$ cat config.mk
export PLATFORM = sky130hd
export DESIGN_NAME = axi_read_arbiter
export DESIGN_NICKNAME = d
export VERILOG_FILES = /design/src/rtl/axi_arb_pkg.sv /design/src/rtl/axi_read_arbiter_arb_select.sv /design/src/rtl/axi_read_arbiter.sv
export SDC_FILE = /design/constraint.sdc
export NUM_CORES = 1
export LEC_CHECK = 0
export BUFFER_PORTS_ARGS = -buffer_cell sky130_fd_sc_hd__buf_4
export CAP_MARGIN = 25
export CORE_AREA = 3 3 143 145
export DETAILED_ROUTE_END_ITERATION = 10
export DIE_AREA = 0 0 146 148
export PLACE_DENSITY = 0.55
export RECOVER_POWER = 100
export SYNTH_ARGS = -nofsm -noshare
export SYNTH_HDL_FRONTEND = slang
export SYNTH_SLANG_ARGS = --single-unit
$ cat constraint.sdc
create_clock -name clk -period 1.55 [get_ports clk]
set_clock_uncertainty 0.15 [all_clocks]
set_input_delay 0.31 -clock clk [delete_from_list [all_inputs] [get_ports clk]]
set_output_delay 0.31 -clock clk [all_outputs]
set_load 0.05 [all_outputs]
$ cat src/rtl/axi_arb_pkg.sv
// Shared types and AXI constants for the two-requester AXI read arbiter.
package axi_arb_pkg;

  typedef enum logic [1:0] {
    ST_IDLE = 2'd0,
    ST_ADDR = 2'd1,
    ST_DATA = 2'd2
  } arb_state_e;

  localparam logic       REQ_IC         = 1'b0;
  localparam logic       REQ_DC         = 1'b1;
  localparam logic [2:0] AXI_SIZE_8B    = 3'b011;
  localparam logic [1:0] AXI_BURST_INCR = 2'b01;

endpackage

$ cat src/rtl/axi_read_arbiter_arb_select.sv
// Picks which requester wins the read channel. Tie policy depends on
// AXI_ARB_ROUND_ROBIN_EN (defined: alternate; undefined: data cache wins).
module arb_select
  import axi_arb_pkg::*;
(
  input  logic [1:0] req,
  input  logic       last_winner,
  output logic       winner
);

  always_comb begin
    winner = REQ_DC;
    if (req == 2'b01) begin
      winner = REQ_IC;
    end else if (req == 2'b10) begin
      winner = REQ_DC;
    end else if (req == 2'b11) begin
`ifdef AXI_ARB_ROUND_ROBIN_EN
      winner = ~last_winner;
`else
      winner = REQ_DC;
`endif
    end
  end

`ifndef AXI_ARB_ROUND_ROBIN_EN
  // Fixed-priority build has no use for history.
  logic unused_last;
  assign unused_last = last_winner;
`endif

endmodule

$ cat src/rtl/axi_read_arbiter.sv
// Shares one AXI read channel between instruction and data caches, one burst
// at a time. Optional macro: AXI_ARB_ROUND_ROBIN_EN (round-robin ties).
module axi_read_arbiter
  import axi_arb_pkg::*;
#(
  parameter int ADDR_W = 64,
  parameter int DATA_W = 64
) (
  input  logic                   clk,
  input  logic                   reset,
  input  logic [1:0]             s_arvalid,
  input  logic [1:0][ADDR_W-1:0] s_araddr,
  input  logic [1:0][7:0]        s_arlen,
  output logic [1:0]             s_arready,
  output logic [1:0]             s_rvalid,
  output logic [DATA_W-1:0]      s_rdata,
  output logic                   s_rlast,
  input  logic [1:0]             s_rready,
  output logic                   instruction_cache_reading,
  output logic                   data_cache_reading,
  output logic                   m_axi_arvalid,
  output logic [ADDR_W-1:0]      m_axi_araddr,
  output logic [7:0]             m_axi_arlen,
  output logic [2:0]             m_axi_arsize,
  output logic [1:0]             m_axi_arburst,
  input  logic                   m_axi_arready,
  input  logic                   m_axi_rvalid,
  input  logic [DATA_W-1:0]      m_axi_rdata,
  input  logic                   m_axi_rlast,
  output logic                   m_axi_rready
);

  arb_state_e        state_q, state_d;
  logic              owner_q, owner_d;
  logic              last_q, last_d;
  logic [ADDR_W-1:0] addr_q, addr_d;
  logic [7:0]        len_q, len_d;
  logic              winner;
  logic              in_addr, in_data;

  arb_select u_arb_select (
    .req         (s_arvalid),
    .last_winner (last_q),
    .winner      (winner)
  );

  assign in_addr = (state_q == ST_ADDR);
  assign in_data = (state_q == ST_DATA);

  always_comb begin
    state_d = state_q;
    owner_d = owner_q;
    last_d  = last_q;
    addr_d  = addr_q;
    len_d   = len_q;
    unique case (state_q)
      ST_IDLE: begin
        if (|s_arvalid) begin
          owner_d = winner;
          last_d  = winner;
          addr_d  = s_araddr[winner];
          len_d   = s_arlen[winner];
          state_d = ST_ADDR;
        end
      end
      ST_ADDR: begin
        if (m_axi_arready) state_d = ST_DATA;
      end
      ST_DATA: begin
        if (m_axi_rvalid && m_axi_rready && m_axi_rlast) state_d = ST_IDLE;
      end
      default: state_d = ST_IDLE;
    endcase
  end

  always_ff @(posedge clk or negedge reset) begin
    if (!reset) begin
      state_q <= ST_IDLE;
      owner_q <= REQ_IC;
      last_q  <= REQ_IC;
      addr_q  <= '0;
      len_q   <= '0;
    end else begin
      state_q <= state_d;
      owner_q <= owner_d;
      last_q  <= last_d;
      addr_q  <= addr_d;
      len_q   <= len_d;
    end
  end

  assign m_axi_arvalid = in_addr;
  assign m_axi_araddr  = addr_q;
  assign m_axi_arlen   = len_q;
  assign m_axi_arsize  = AXI_SIZE_8B;
  assign m_axi_arburst = AXI_BURST_INCR;
  assign m_axi_rready  = in_data & s_rready[owner_q];

  // Data is shared; only the owner's valid is raised, so rdata needs no mux.
  assign s_rdata = m_axi_rdata;
  assign s_rlast = in_data & m_axi_rlast;

  for (genvar g = 0; g < 2; g++) begin : g_req
    localparam logic IDX = 1'(g);
    assign s_arready[g] = in_addr & m_axi_arready & (owner_q == IDX);
    assign s_rvalid[g]  = in_data & m_axi_rvalid & (owner_q == IDX);
  end

  assign instruction_cache_reading = (in_addr | in_data) & (owner_q == REQ_IC);
  assign data_cache_reading        = (in_addr | in_data) & (owner_q == REQ_DC);

endmodule
# After elaboration in Yosys (flattened, before gate mapping)
# Cells that the tools add are included.
# word_totals
regBits	75
in_bits	217
out_inout_bits	150
wordCells	41
# op_classes
magnitude_cmp	2
n_eq_ne	6
n_reduce_logical	6
bitwise	12
muxes	11
# op_table
op	count
two-way mux 64 bit	2
two-way mux 8 bit	2
AND 1 bit	10
two-way mux 2 bit	3
case mux 2 bit (3 select lines)	1
equality test 2 x 1 -> 1 bit (second input constant)	2
< comparator 1 x 2 -> 1 bit (second input constant)	2
!= test 2 bit (second input constant)	2
two-way mux 1 bit	3
AND reduction 3 bit	1
equality test 2 bit (second input constant)	1
logical AND 1 bit	2
logical NOT 2 bit	1
!= test 2 x 1 -> 1 bit (second input constant)	1
AND reduction 2 bit	1
OR reduction 2 bit	1
inverter 1 bit	1
bitwise OR 1 bit	1

# Logic depth before layout (Yosys ltp)
# logic_depth
ltp_word	7
mapped_depth	7
depth_no_buf	6

# By module
# From an unflattened synthesis, not the netlist that was laid out.
# hier_totals
hier_cells	413
area_unflattened_um2	4088.9
# modules_own_cells
mod	area_per_inst_um2	cells_per_inst	n_inst
axi_read_arbiter	4082.7	412	1
arb_select	6.3	1	1

# Least setup slack after synthesis
# OpenSTA, ideal clock, no wires.
# synth_path
path_type	reg2out
startpoint	reg state_q[1]
endpoint	out s_arready[0]
stages_incl_launch_ff	5
path_slack_ns	-0.619
required_ns	1.090
t_arrival_ns	1.709
n_path_buf	0
path_cell_list	dfrtp_1 -> inv_1 -> ha_1 -> nand2_1 -> nor2_1
# synth_via
elab_chain_len	3
# synth_rtl
item	line	text
start, declared	axi_read_arbiter.sv:33	arb_state_e state_q, state_d;
start signal, assigned	axi_read_arbiter.sv:84	state_q <= state_d;
equality test 2 x 1 -> 1 bit	axi_read_arbiter.sv:47	assign in_addr = (state_q == ST_ADDR);
named net m_axi_arvalid	axi_read_arbiter.sv:21	output logic m_axi_arvalid,
AND 1 bit (2 in series)	axi_read_arbiter.sv:105	assign s_arready[g] = in_addr & m_axi_arready & (owner_q == IDX);
end, declared	axi_read_arbiter.sv:14	output logic [1:0] s_arready,
# The timed path passes the listed nets, and every way through them passes these cells.

# Final worst setup path
# layout_path
startpoint	reg state_q[1]
endpoint	out s_arready[1]
# layout_via
elab_chain_len	3
# layout_rtl
item	line
equality test 2 x 1 -> 1 bit	axi_read_arbiter.sv:47
AND 1 bit (2 in series)	axi_read_arbiter.sv:105
# No other way between the ends.

==> results_dict.tcl <==
set metrics [dict create \
    cts_buffer_depth 2 \
    path_buf_inv 2 \
    slowest_delay_ns 0.40 \
    totalPowerFinal_uw 15700 \
    core-area_mm2 0.0193 \
    fmax_ghz 0.553 \
    vias 3552 \
    wl_mm 13.4 \
    grtUsageMet1_pct 12.2 \
    fin_crit_sh_pct 117 \
    synth-seq-cells 75 \
    numCtsBuffers 9 \
    place_ws_ns -0.0701 \
    rows 51 \
    startpoint_type "flop" \
    final-max-slew-violation-count 0 \
    antenna_found_initial 0 \
    multi_input_area_mm2 0.00199 \
    grt_setup_unrepaired "true" \
    crit_family "flip-flops" \
    num-fill-cells 2021 \
    synthTopCellsByArea "dfrtp_1 45%, mux2i_1 17%, buf_4 13%" \
    synthArstFlopShare_pct 100 \
    ir_drop_uv 864 \
    cp_max_fo 4 \
    dp_hpwl_mm 8.91 \
    track_usage_pct 10.8 \
    met3_usage_pct 4.69 \
    ys_types 22 \
    fin_ws_ns -0.257 \
    die_x_um 146 \
    grt_pass1_vias 3545 \
    path_cells "inv_2, ha_4, and3_4, buf_8" \
    cp_slowest_cell "dfrtp_1" \
    slew_headroom_pct 51.5 \
    yosysSeqAreaShare_pct 44.7 \
    violations "setup timing" \
    grt_busiest_layer "met2" \
    layout-drive-gt1-share_pct 60.7 \
    start_util_pct 21.7 \
    synth_top_cell_area_share_pct 44.7 \
    syn_avg_cell_area_um2 10.1 \
    wl_per_cell_um 15.2 \
    final_nets 835 \
    place.gp.congestion 0.705 \
    drv_cap 0 \
    port_buffers 233 \
    powerDensity_mw_per_mm2 2270 \
    dpl_cell_area_mm2 0.00590 \
    io_pins 367 \
    crit_type "flop to output pin" \
    dr.pass1.iters 4 \
    hold_viol_final 0 \
    clkTransAtPathRegs_ns 0.06 \
    final_area_mm2 0.00690 \
    clock_sinks 75 \
    yosys.area.top_type "dfrtp_1" \
    die_height_um 148 \
    status "finished, violations left" \
    ff_latch_area_mm2 0.00188 \
    end_kind "output pin" \
    arrival_ns 1.35 \
    ant_nets 0 \
    synth_edf_count 0 \
    cts_tree "built" \
    grt_pass1_wl_mm 18.5 \
    finalSetupViolations 12 \
    root_buffer "clkbuf_16" \
    antenna_cells 0 \
    hp-class "input port to flop" \
    ys.flop_type "dfrtp_1" \
    grtUsageMet2_pct 17.7 \
    areaGrowthSynthToFinish_pct 64.4 \
    clkLatencyLatePin_ns 0.34 \
    drtIter0Drc 121 \
    drc 0 \
    whs_ns 0.0899 \
    routed_via_density 4.02 \
    overflow 0 \
    synthesis.area_mm2 0.00420 \
    p_leak_uw 0.00335 \
    dp_cells 853 \
    ys_warn_count 0 \
    worstMarginPinSlew_ns 0.727 \
    fin_cells 884 \
    finalCriticalPeriod_ns 1.81 \
    netlist_instances 415 \
    critical_path_required_ns 1.09 \
    grt_max_degree 76 \
    dieArea_mm2 0.0216 \
    htreeDepth 3 \
]
[worst paths after layout]
kind | start | endpoint | slack [ns] | cells after the start
max | state_q[1] | s_arready[1] | -0.26 | 4
min | s_araddr[98] | m_axi_araddr[34] | 0.09 | 3
max reg2reg | state_q[0] | state_q[1] | -0.06 | 6
min reg2reg | m_axi_arlen[3] | m_axi_arlen[3] | 0.33 | 2
max in group asynchronous | reset | m_axi_araddr[7] | 0.22 | 3
min in group asynchronous | reset | m_axi_araddr[38] | 0.51 | 3
[power by group]
group | leakage [uW] | internal, uW | total [uW] | switching, uW
registers | 0.000922 | 2930 | 3620 | 684
logic | 0.00226 | 3530 | 9660 | 6130
clock network | 0.000168 | 1590 | 2420 | 834
total | 0.00335 | 8050 | 15700 | 7650
[per-layer routing]
layer | vias to the layer above | wire length (um)
li1 | 1715 | -
met1 | 1634 | 5120
met2 | 183 | 6790
met3 | 20 | 1270
met4 | 0 | 234
met5 | - | 0
[sequential cells by signal, summed over array words and instances, names as in the netlist]
signal,cells
owner_q,1
state_q,2
m_axi_arlen,8
m_axi_araddr,64
[logic make-up after synthesis]
logic type / Yosys count / share of synthesized area [%]
adder cells (fa/ha/maj): 4 / 1.19
AND/OR/NAND/NOR: 88 / 8.52
multiplexers: 75 / 17.9
AO/OA/AOI/OAI: 76 / 9.24
flip-flops: 75 / 44.7
buffers and inverters: 95 / 18.2
other: 2 / 0.179
[timing repair]
item / CTS / global route
endpoints found under the hold margin: 75 / 0
buffers inserted: 1 / 3
gates cloned: 0 / 10
setup endpoints to repair: 78 / 45
pin swaps: 2 / 38
hold buffers: 1 / 0
resized for setup: 27 / 92
[worst register-to-register path, cell delays in order, from the launching register on]
cell     delay, ns
dfrtp_1       0.40
buf_6         0.13
ha_4          0.17
nor2b_2       0.15
a21oi_2       0.11
nand2_2       0.09
mux2_4        0.31
[placed cells by master, fill, tap and decap left out, types with 2 or more instances in the layout]
cell         n
nand2_1     39
buf_6       11
buf_12       7
mux2_4       2
ha_4         3
nor2_4       2
clkbuf_8     4
nand2_4     21
o21ai_4      2
nand2_2     17
conb_1       5
o21ai_2     25
inv_2        2
mux2i_1     72
nor2b_4      3
o21ai_1     46
and3_4       2
buf_4      246
dfrtp_1     75
clkbuf_16   15
o21ai_0      2
buf_8        5
bufinv_16    2
and2_4       2
[cell usage after synthesis, types with 3 or more instances]
cell	number
nand2_1	77
dfrtp_1	75
mux2i_1	73
o21ai_1	71
buf_4	70
buf_12	8
buf_2	7
clkbuf_1	7
ha_1	4
nor2_1	3
nor2b_1	3
[area by class of cell]
| class | instances | area share [%] |
|---|---|---|
| Timing Repair Buffer | 277 | 34.1 |
| Multi-Input combinational cell | 249 | 28.8 |
| Sequential cell | 75 | 27.2 |
| Tap cell | 265 | 4.80 |
| Clock buffer | 13 | 4.06 |
| Clock inverter | 3 | 0.979 |
| Inverter | 2 | 0.109 |
[stage by stage]
step | util, % | setup TNS (ns)
2_1_floorplan | - | -0.229
3_3_place_gp | 30.5 | -0.589
3_5_place_dp | 30.5 | -2.47
4_1_cts | 32.9 | -2.35
5_1_grt | 35.7 | -4.93
6_report | 35.7 | -2.27
(Power assumes the default switching activity.)
